--- src/rtl/l1_pkg.sv ---
// Shared L1 geometry, refill FSM state encoding and address helpers
// used by the L1I lookup, refill and memory-wrapper blocks.
package l1_pkg;

  localparam int L1_ADDR_WIDTH     = 32;
  localparam int L1_LINE_BYTES     = 32;
  localparam int L1_MEM_DATA_WIDTH = 32;
  localparam int L1_IDX_WIDTH      = 6;
  localparam int L1_WAY_NUM        = 4;
  localparam int L1_OFFS_WIDTH     = $clog2(L1_LINE_BYTES);
  localparam int L1_TAG_WIDTH      = L1_ADDR_WIDTH - L1_IDX_WIDTH - L1_OFFS_WIDTH;
  localparam int L1_WAY_WIDTH      = $clog2(L1_WAY_NUM);

  typedef enum logic [1:0] {
    IDLE  = 2'd0,
    REQ   = 2'd1,
    FILL  = 2'd2,
    WRITE = 2'd3
  } refill_state_t;

  function automatic logic [L1_ADDR_WIDTH-1:0] line_align(input logic [L1_ADDR_WIDTH-1:0] addr);
    line_align = {addr[L1_ADDR_WIDTH-1:L1_OFFS_WIDTH], {L1_OFFS_WIDTH{1'b0}}};
  endfunction

endpackage

--- src/rtl/l1_line_buf.sv ---
// Beat-assembly register: BEATS slots of DATA_WIDTH bits, written one slot
// at a time by index, clearable in one cycle, presented as one flat line.
module l1_line_buf #(
  parameter int BEATS      = 8,
  parameter int DATA_WIDTH = 32,
  localparam int IDX_W     = $clog2(BEATS)
) (
  input  logic                        clk,
  input  logic                        rst_n,
  input  logic                        clr,
  input  logic                        wen,
  input  logic [IDX_W-1:0]            widx,
  input  logic [DATA_WIDTH-1:0]       wdata,
  output logic [BEATS*DATA_WIDTH-1:0] line
);

  genvar gi;
  generate
    for (gi = 0; gi < BEATS; gi++) begin : g_beat
      logic [DATA_WIDTH-1:0] beat_q, beat_d;

      always_comb begin
        beat_d = beat_q;
        if (clr) begin
          beat_d = '0;
        end else if (wen && (widx == IDX_W'(gi))) begin
          beat_d = wdata;
        end
      end

      always_ff @(posedge clk or negedge rst_n) begin
        if (!rst_n) begin
          beat_q <= '0;
        end else begin
          beat_q <= beat_d;
        end
      end

      assign line[gi*DATA_WIDTH +: DATA_WIDTH] = beat_q;
    end
  endgenerate

endmodule

--- src/rtl/l1i_refill_ctrl.sv ---
// L1I miss/refill controller: one line-aligned memory read per miss, beats
// assembled in order, then a single-cycle tag + data write to the victim way.
module l1i_refill_ctrl
  import l1_pkg::*;
#(
  parameter int  ADDR_WIDTH     = L1_ADDR_WIDTH,
  parameter int  LINE_BYTES     = L1_LINE_BYTES,
  parameter int  MEM_DATA_WIDTH = L1_MEM_DATA_WIDTH,
  parameter int  IDX_WIDTH      = L1_IDX_WIDTH,
  parameter int  WAY_NUM        = L1_WAY_NUM,
  localparam int OFFS_WIDTH     = $clog2(LINE_BYTES),
  localparam int TAG_WIDTH      = ADDR_WIDTH - IDX_WIDTH - OFFS_WIDTH,
  localparam int LINE_WIDTH     = LINE_BYTES * 8,
  localparam int WAY_W          = $clog2(WAY_NUM)
) (
  input  logic                      clk,
  input  logic                      rst_n,
  input  logic                      miss_val,
  input  logic [ADDR_WIDTH-1:0]     miss_addr,
  input  logic [WAY_W-1:0]          miss_way,
  output logic                      refill_busy,
  output logic                      refill_done,
  output logic                      mem_req_val,
  output logic [ADDR_WIDTH-1:0]     mem_req_addr,
  input  logic                      mem_req_ack,
  input  logic                      mem_ack_val,
  input  logic [MEM_DATA_WIDTH-1:0] mem_ack_data,
  output logic [WAY_NUM-1:0]        ld_wen,
  output logic [IDX_WIDTH-1:0]      ld_waddr,
  output logic [TAG_WIDTH:0]        ld_wdata,
  output logic [WAY_NUM-1:0]        dm_wen,
  output logic [IDX_WIDTH-1:0]      dm_waddr,
  output logic [LINE_WIDTH-1:0]     dm_wdata
);

  localparam int BEATS = LINE_WIDTH / MEM_DATA_WIDTH;
  localparam int CNT_W = $clog2(BEATS);
  localparam int LA_W  = ADDR_WIDTH - OFFS_WIDTH;

  refill_state_t         state_q, state_d;
  logic [LA_W-1:0]       line_addr_q, line_addr_d;
  logic [WAY_W-1:0]      way_q, way_d;
  logic [CNT_W-1:0]      beat_cnt_q, beat_cnt_d;
  logic                  buf_clr, buf_wen;
  logic [LINE_WIDTH-1:0] line;

  // Byte offset within the line never matters: requests are line-aligned.
  logic unused_offs;
  assign unused_offs = ^miss_addr[OFFS_WIDTH-1:0];

  l1_line_buf #(
    .BEATS      (BEATS),
    .DATA_WIDTH (MEM_DATA_WIDTH)
  ) u_line_buf (
    .clk   (clk),
    .rst_n (rst_n),
    .clr   (buf_clr),
    .wen   (buf_wen),
    .widx  (beat_cnt_q),
    .wdata (mem_ack_data),
    .line  (line)
  );

  always_comb begin
    state_d      = state_q;
    line_addr_d  = line_addr_q;
    way_d        = way_q;
    beat_cnt_d   = beat_cnt_q;
    buf_clr      = 1'b0;
    buf_wen      = 1'b0;
    refill_busy  = (state_q != IDLE);
    refill_done  = 1'b0;
    mem_req_val  = 1'b0;
    mem_req_addr = '0;
    ld_wen       = '0;
    ld_waddr     = '0;
    ld_wdata     = '0;
    dm_wen       = '0;
    dm_waddr     = '0;
    dm_wdata     = '0;

    case (state_q)
      IDLE: begin
        if (miss_val) begin
          line_addr_d = miss_addr[ADDR_WIDTH-1:OFFS_WIDTH];
          way_d       = miss_way;
          buf_clr     = 1'b1;
          state_d     = REQ;
        end
      end
      REQ: begin
        mem_req_val  = 1'b1;
        mem_req_addr = {line_addr_q, {OFFS_WIDTH{1'b0}}};
        if (mem_req_ack) begin
          beat_cnt_d = '0;
          state_d    = FILL;
        end
      end
      FILL: begin
        if (mem_ack_val) begin
          buf_wen    = 1'b1;
          beat_cnt_d = beat_cnt_q + 1'b1;
          if (beat_cnt_q == CNT_W'(BEATS - 1)) begin
            state_d = WRITE;
          end
        end
      end
      WRITE: begin
        refill_done = 1'b1;
        ld_wen      = WAY_NUM'(1) << way_q;
        dm_wen      = WAY_NUM'(1) << way_q;
        ld_waddr    = line_addr_q[IDX_WIDTH-1:0];
        dm_waddr    = line_addr_q[IDX_WIDTH-1:0];
        ld_wdata    = {1'b1, line_addr_q[LA_W-1:IDX_WIDTH]};
        dm_wdata    = line;
        state_d     = IDLE;
      end
      default: state_d = IDLE;
    endcase
  end

  always_ff @(posedge clk or negedge rst_n) begin
    if (!rst_n) begin
      state_q     <= IDLE;
      line_addr_q <= '0;
      way_q       <= '0;
      beat_cnt_q  <= '0;
    end else begin
      state_q     <= state_d;
      line_addr_q <= line_addr_d;
      way_q       <= way_d;
      beat_cnt_q  <= beat_cnt_d;
    end
  end

endmodule
--- config.mk ---
export PLATFORM = sky130hd
export DESIGN_NAME = l1i_refill_ctrl
export DESIGN_NICKNAME = d
export VERILOG_FILES = /design/src/rtl/l1_pkg.sv /design/src/rtl/l1_line_buf.sv /design/src/rtl/l1i_refill_ctrl.sv
export SDC_FILE = /design/constraint.sdc
export NUM_CORES = 1
export LEC_CHECK = 0
export ABC_AREA = 1
export BUFFER_PORTS_ARGS = -buffer_cell sky130_fd_sc_hd__buf_2
export CAP_MARGIN = 20
export CELL_PAD_IN_SITES_DETAIL_PLACEMENT = 0
export CELL_PAD_IN_SITES_GLOBAL_PLACEMENT = 1
export CORE_MARGIN = 5
export CORE_UTILIZATION = 37
export DETAILED_ROUTE_END_ITERATION = 8
export GPL_ROUTABILITY_DRIVEN = 0
export PLACE_DENSITY = 0.84
export SLEW_MARGIN = 15
export SYNTH_ARGS = -nofsm -noshare
export SYNTH_HDL_FRONTEND = slang
export SYNTH_HIERARCHICAL = 1
export SYNTH_SLANG_ARGS = --single-unit
--- constraint.sdc ---
create_clock -name clk -period 2.5 [get_ports clk]
set_input_delay 0 -clock clk [delete_from_list [all_inputs] [get_ports clk]]
set_output_delay 0 -clock clk [all_outputs]
set_load 0.05 [all_outputs]
==> results of run 1 <==
[worst max-delay path, delay by kind of cell (launching register included)]
family,cells,cell delay (ns)
simple gates,4,1.27
fa+ha+maj,1,0.25
flops,1,0.45
buf+inv,3,0.39
[worst paths after layout]
| path | endpoint | slack, ns | depth (start not counted) |
|---|---|---|---|
| min | u_line_buf/g_beat[4].beat_q[29]$_DFFE_PN0P_ | 0.02 | 5 |
| min in group asynchronous | u_line_buf/g_beat[7].beat_q[30]$_DFFE_PN0P_ | 0.12 | 2 |
| max in group asynchronous | u_line_buf/g_beat[3].beat_q[11]$_DFFE_PN0P_ | 1.51 | 3 |
| max reg2reg | u_line_buf/g_beat[0].beat_q[25]$_DFFE_PN0P_ | 0.06 | 8 |
| max | u_line_buf/g_beat[0].beat_q[25]$_DFFE_PN0P_ | 0.06 | 8 |
| min reg2reg | u_line_buf/g_beat[0].beat_q[29]$_DFFE_PN0P_ | 0.50 | 2 |
[layout make-up]
class                   count  area [sq um]
well taps                 525           657
clock inverters            14           226
flip-flops and latches    290          7260
clock buffers              48          1040
inverters                 370          1400
fillers                  4069         20800
repair buffers            478          2920
multi-input cells        1259          5160
[flip-flops by register name, summed over array words and instances (netlist names)]
register,count
beat_cnt_q,3
line_addr_q,27
state_q,2
u_line_buf/g_beat.beat_q,256
way_q,2
[what timing repair did]
action                                 CTS  global route
setup buffers                            0             0
endpoints found under the hold margin  139             0
hold buffers                            42             0
[cell usage in the layout (no fill, tap or decap)]
cell type / instances
o21ai_1: 2
dfrtp_1: 290
buf_2: 392
inv_1: 361
clkbuf_16: 37
inv_4: 1
buf_12: 16
nor2_2: 8
clkinv_4: 1
ha_4: 1
conb_1: 5
inv_8: 1
nand4_1: 2
nand2_1: 936
nand2_2: 3
o21ai_2: 1
clkinv_2: 6
buf_8: 1
nor2_1: 31
nor3_1: 4
ha_1: 5
inv_2: 7
clkbuf_8: 7
clkbuf_1: 4
bufinv_16: 6
dlygate4sd3_1: 42
nand3_1: 261
buf_4: 26
clkinvlp_4: 1
buf_6: 1
[metal layers]
layer | part of all wire | up-vias | track usage
li1 | - | 6746 | -
met1 | 0.45 | 6627 | 0.314
met2 | 0.46 | 553 | 0.352
met3 | 0.070 | 62 | 0.0369
met4 | 0.018 | 0 | 0.0455
met5 | 0 | - | 0
[power by group]
part	internal (mW)	total, mW	leakage, nW	switching (mW)
combinational	1.33	5.72	8.69	4.39
sequential	5.39	5.91	3.98	0.515
clock	3.52	5.53	0.624	2.01
[cell families after synthesis]
family	after synthesis
simple gates	1245
buf+inv	506
flops	290
fa+ha+maj	6
compound gates	3
other cells	1
==> metrics.txt, run 1 <==
Worst Tran Pin Value=1.19 ns; NumNets Final=2511; clock skew=0.0212 ns; Max VDD drop=0.492 mV; setup tns final=0 ns; die width=209 microns; pin count of the biggest net entering global routing=102; Final ANT Viol Nets=0; die area=43800 sq um; Overflow after GRT=0; fin crit share=0.978; ANT cells=0; wire per inst=16.8 microns; vias in the first global route=13500; Ports=404; worst setup margin=0.0560 ns; adder-cell share of the synthesized area=0.00512; Crit path top cell by count=nand2_1; number of unique standard cell types used by synthesis=20; total number of vias=14000; PnR Total Power=17.2 mW; total track usage=0.219; first-pass GRT wire length=77100 microns; synthesis-to-layout area growth=27.2%; Clock transition at path regs=0.06 ns; post-route cell area=18700 sq um; CP endpoint kind=register; Async SR Flop Fraction=1.00; Place WS=0.124 ns; Worst Hold Class=in -> reg; Placed Cells=2880; Critical Path AT=2.87 ns; placed inst area=17000 sq um; CTS tree=built; Final Hold Viols=0; Clk Latency, worst-skew pair=0.51 ns; synth top area cells=dfrtp_1 (49%), nand2_1 (24%), inv_1 (9.3%), nand3_1 (8.9%), buf_6 (2.5%); Yosys top cell area share=0.494; Vias/cell=4.69; DRC viols=0; top-count cell post-synth=nand2_1; CP cell instances=inv_1 -> ha_1 -> nand2_2 -> inv_4 -> buf_12 -> nor2_1 -> nand2_1 -> nand2_1; crit path time final=2.44 ns; cts bufs inserted=35; Crit Path Category=reg -> reg; start point of the worst hold path=mem_ack_data[29]; synthesis-stage register bit count=290; synthesized area=14700 sq um; Die Height=209 microns; Startpoint Class=register; Req. time, crit path=2.93 ns; DRT iter0 DRCs=1166; row cnt=73; CORE AREA=39500 sq um; Slew Limit Fails=0; Starting Density=0.372; maxcap violations=0; final design utilization=0.473; Setup crit start=state_q[0]$_DFFE_PN0P_; WHS=0.0174 ns; Seq/Total Area, Yosys=0.494; fmax=409 MHz; mux cell area share after synthesis=0; initial antenna violation count=0; Longest Clk Path Bufs=3; Post-Synth Simple-Gate Area=0.342; R2R Path Start=state_q[0]$_DFFE_PN0P_; wirelength, routed=50200 microns; crit-path max cell delay=0.91 ns; Primary FF master, synth=dfrtp_1; status=complete, no violations; Synth top cells by count=nand2_1 (936), inv_1 (362), dfrtp_1 (290); PwrDens=920 nW/um^2; post-synthesis average cell area=7.16 sq um; cell taking the most area after synthesis=dfrtp_1; crit-path max FO=18; Post-Synth XOR/XNOR Area=0; quantity of gates resized following cts=0; Max-slew headroom=0.202; CTS sink count=290; hpwl dp=33800 microns; Layout Cells excl Fill=2984; RSZ-0062 raised after global routing=no; H-tree depth=2; Final setup viols=0; largest family of logic cells by synthesized area=simple AND/OR/NAND/NOR gates; Port-buffer cells=393; number of synthesized flops with an enable pin=0; share of cells above drive strength 1=0.210; synth warn=6; Crit-path slowest cell=nor2_1; Syn Inst Count=2051; compound-gate portion of the synthesized area=0.00128; root buf cell=clkbuf_16; leak pwr=13.3 nW; DR pass1 iterations=5
(Power assumes the default switching activity.)
==> run 2: changes to the inputs <==
- ABC_AREA: 1 -> not set
- CORE_UTILIZATION: 37 -> 41
==> metrics.txt, run 2 <==
met3 usage=0.0443 (was 0.0369); CTS sink count=290 (unchanged); DR pass1 iterations=5 (unchanged); Ports=404 (unchanged); NumNets Final=1811 (was 2511); vias in the first global route=11500 (was 13500); crit path time final=2.23 ns (was 2.44 ns); r2r endpoint=u_line_buf/g_beat[6].beat_q[3]$_DFFE_PN0P_ (was u_line_buf/g_beat[0].beat_q[25]$_DFFE_PN0P_); total track usage=0.205 (was 0.219); start point of the worst hold path=mem_ack_data[7] (was mem_ack_data[29]); fmax=448 MHz (was 409 MHz); PnR Total Power=19.4 mW (was 17.2 mW); Worst Hold Class=in -> reg (unchanged); Primary FF master, synth=dfrtp_1 (unchanged); number of unique standard cell types used by synthesis=40 (was 20); Yosys top cell area share=0.479 (was 0.494); post-synthesis average cell area=11.0 sq um (was 7.16 sq um); register name with the most flops=u_line_buf/g_beat.beat_q (unchanged); root buf cell=clkbuf_16 (unchanged); Hold Path End=u_line_buf/g_beat[7].beat_q[7]$_DFFE_PN0P_ (was u_line_buf/g_beat[4].beat_q[29]$_DFFE_PN0P_); commonest non-fill, non-tap cell in the layout=buf_2 (was nand2_1); RSZ-0062 raised after global routing=no (unchanged); Crit Path Category=reg -> out (was reg -> reg); pin count of the biggest net entering global routing=83 (was 102); Vias/cell=4.91 (was 4.69); max reg flops=256 (unchanged); wirelength, routed=43600 microns (was 50200 microns); first-pass GRT wire length=67400 microns (was 77100 microns); ANT cells=0 (unchanged); wire per inst=19.6 microns (was 16.8 microns); Die Height=202 microns (was 209 microns); Crit-path slowest cell=dfrtp_1 (was nor2_1); cell depth of the worst hold path=3 (was 5); Final ANT Viol Nets=0 (unchanged); crit-path max cell delay=0.44 ns (was 0.91 ns); fin crit share=0.892 (was 0.978); die area=40900 sq um (was 43800 sq um); Worst Tran Pin Value=0.733 ns (was 1.19 ns); Max-slew headroom=0.511 (was 0.202); Syn Inst Count=1377 (was 2051); setup tns final=0 ns (unchanged); number of fill cells=3248 (was 4069); synthesis-stage register bit count=290 (unchanged); FF-to-FF path depth=7 (was 8); status=complete, no violations (unchanged); met2 usage=0.339 (was 0.352); die width=202 microns (was 209 microns); Seq/Total Area, Yosys=0.479 (was 0.494); row cnt=70 (was 73); cts bufs inserted=34 (was 35); synthesis-to-layout area growth=25.1% (was 27.2%); share of cells above drive strength 1=0.297 (was 0.210); CP endpoint kind=output pin (was register); Reg area=7260 sq um (unchanged); quantity of gates resized following cts=0 (unchanged); synthesized area=15100 sq um (was 14700 sq um); H-tree depth=2 (unchanged); cell taking the most area after synthesis=dfrtp_1 (unchanged); Port-buffer cells=393 (unchanged); maxcap violations=0 (unchanged); Longest Clk Path Bufs=3 (unchanged); CTS tree=built (unchanged); Startpoint Class=register (unchanged); Async SR Flop Fraction=1.00 (unchanged); clock skew=0.0111 ns (was 0.0212 ns); synth top area cells=dfrtp_1 (48%), mux2i_1 (17%), and2_1 (13%), nand2b_1 (12%), mux2_4 (2.9%) (was dfrtp_1 (49%), nand2_1 (24%), inv_1 (9.3%), nand3_1 (8.9%), buf_6 (2.5%)); Overflow after GRT=0 (unchanged); total number of vias=10900 (was 14000); Req. time, crit path=2.50 ns (was 2.93 ns); PwrDens=1030 nW/um^2 (was 920 nW/um^2); initial antenna violation count=0 (unchanged); synth warn=6 (unchanged); Starting Density=0.414 (was 0.372); Final setup viols=0 (unchanged); R2R Path Start=state_q[0]$_DFFE_PN0P_ (unchanged); most crowded layer after global routing=met2 (unchanged); footprint of the multi-input gates=7200 sq um (was 5160 sq um); number of synthesized flops with an enable pin=0 (unchanged); largest registers=u_line_buf/g_beat.beat_q (256), line_addr_q (27), beat_cnt_q (3) (unchanged); most frequent cells in the layout=buf_2 (392), and2_1 (310), dfrtp_1 (290), nand2b_1 (288), mux2i_1 (256) (was nand2_1 (936), buf_2 (392), inv_1 (361), dfrtp_1 (290), nand3_1 (261)); top-count cell post-synth=and2_1 (was nand2_1); crit-path max FO=75 (was 18); DRC viols=0 (unchanged); Clock transition at path regs=0.06 ns (about the same); grt met1 use=0.277 (was 0.314); Synth top cells by count=and2_1 (310), dfrtp_1 (290), nand2b_1 (288) (was nand2_1 (936), inv_1 (362), dfrtp_1 (290)); Clk Latency, worst-skew pair=0.50 ns (was 0.51 ns); Slew Limit Fails=0 (unchanged); leak pwr=11.1 nW (was 13.3 nW); DRT iter0 DRCs=484 (was 1166); hpwl dp=29400 microns (was 33800 microns); CORE AREA=36500 sq um (was 39500 sq um); CP cell instances=ha_4 -> buf_12 -> and2_1 -> buf_2 (was inv_1 -> ha_1 -> nand2_2 -> inv_4 -> buf_12 -> nor2_1 -> nand2_1 -> nand2_1); Critical Path AT=2.23 ns (was 2.87 ns); Final Hold Viols=0 (unchanged); Register-to-Register Setup Slack=0.36 ns (was 0.06 ns); Max VDD drop=0.939 mV (was 0.492 mV)
-- run 2: critical path: cells and delay by family (launching register included) --
kind | cells | cell delay (ns)
buffers and inverters | 2 | 0.57
flip-flops | 1 | 0.44
adder cells (fa/ha/maj) | 1 | 0.44
AND/OR/NAND/NOR | 1 | 0.22
-- run 2: report_power, final --
group | leakage, nW | internal [mW] | switching, mW | total [mW]
registers | 3.94 | 5.93 | 0.791 | 6.72
clock network | 0.524 | 2.94 | 1.91 | 4.84
logic | 6.59 | 2.73 | 5.12 | 7.85
total | 11.1 | 11.6 | 7.82 | 19.4
-- run 2: stage by stage --
step	area [sq um]	setup WS [ns]	hold slack, ns	util	std cells
finish	18900	0.269	0.0282	0.519	2220
global route	18900	0.118	0.0447	0.519	2220
CTS	18900	0.199	0.0115	0.519	2220
detailed placement	17500	0.357	0.0449	0.479	2128
global placement	17500	0.427	0.0445	0.479	2128
floorplan	15200	0.0947	-0.296	-	1381
-- run 2: cell families (layout without fill, tap and decap cells) --
logic type	count (synthesis)	after routing	synth area share
AND/OR/NAND/NOR	626	626	0.261
adder cells (fa/ha/maj)	6	6	0.00496
buffers and inverters	158	529	0.0506
multiplexers	286	286	0.199
flip-flops	290	290	0.479
other	1	5	0.000248
AO/OA/AOI/OAI	10	10	0.00496
-- run 2: worst max path at each step --
| stage | to | cells after the start | start |
|---|---|---|---|
| 6_report | dm_wdata[64] | 4 | state_q[0]$_DFFE_PN0P_ |
| 5_1_grt | dm_wdata[96] | 4 | state_q[0]$_DFFE_PN0P_ |
| 4_1_cts | dm_wdata[158] | 4 | state_q[0]$_DFFE_PN0P_ |
| 3_5_place_dp | u_line_buf/g_beat[6].beat_q[3]$_DFFE_PN0P_ | 7 | state_q[0]$_DFFE_PN0P_ |
| 3_3_place_gp | u_line_buf/g_beat[0].beat_q[22]$_DFFE_PN0P_ | 7 | state_q[0]$_DFFE_PN0P_ |
| 2_1_floorplan | ld_wen[1] | 6 | state_q[0]$_DFFE_PN0P_ |
-- run 2: area by class of cell --
| type | instances | area share |
|---|---|---|
| flip-flops and latches | 290 | 0.383 |
| multi-input cells | 933 | 0.380 |
| repair buffers | 469 | 0.147 |
| clock buffers | 48 | 0.0520 |
| well taps | 468 | 0.0309 |
| clock inverters | 6 | 0.00476 |
| inverters | 6 | 0.00145 |
-- run 2: timing repair --
action	4_1_cts	5_1_grt
hold buffers	38	0
buffers inserted	0	0
endpoints found under the hold margin	156	0
-- run 2: layer usage --
| layer | up-vias | wire [microns] |
|---|---|---|
| met5 | - | 0 |
| met4 | 0 | 1070 |
| met3 | 65 | 2750 |
| met2 | 364 | 20600 |
| met1 | 5391 | 19200 |
| li1 | 5087 | - |
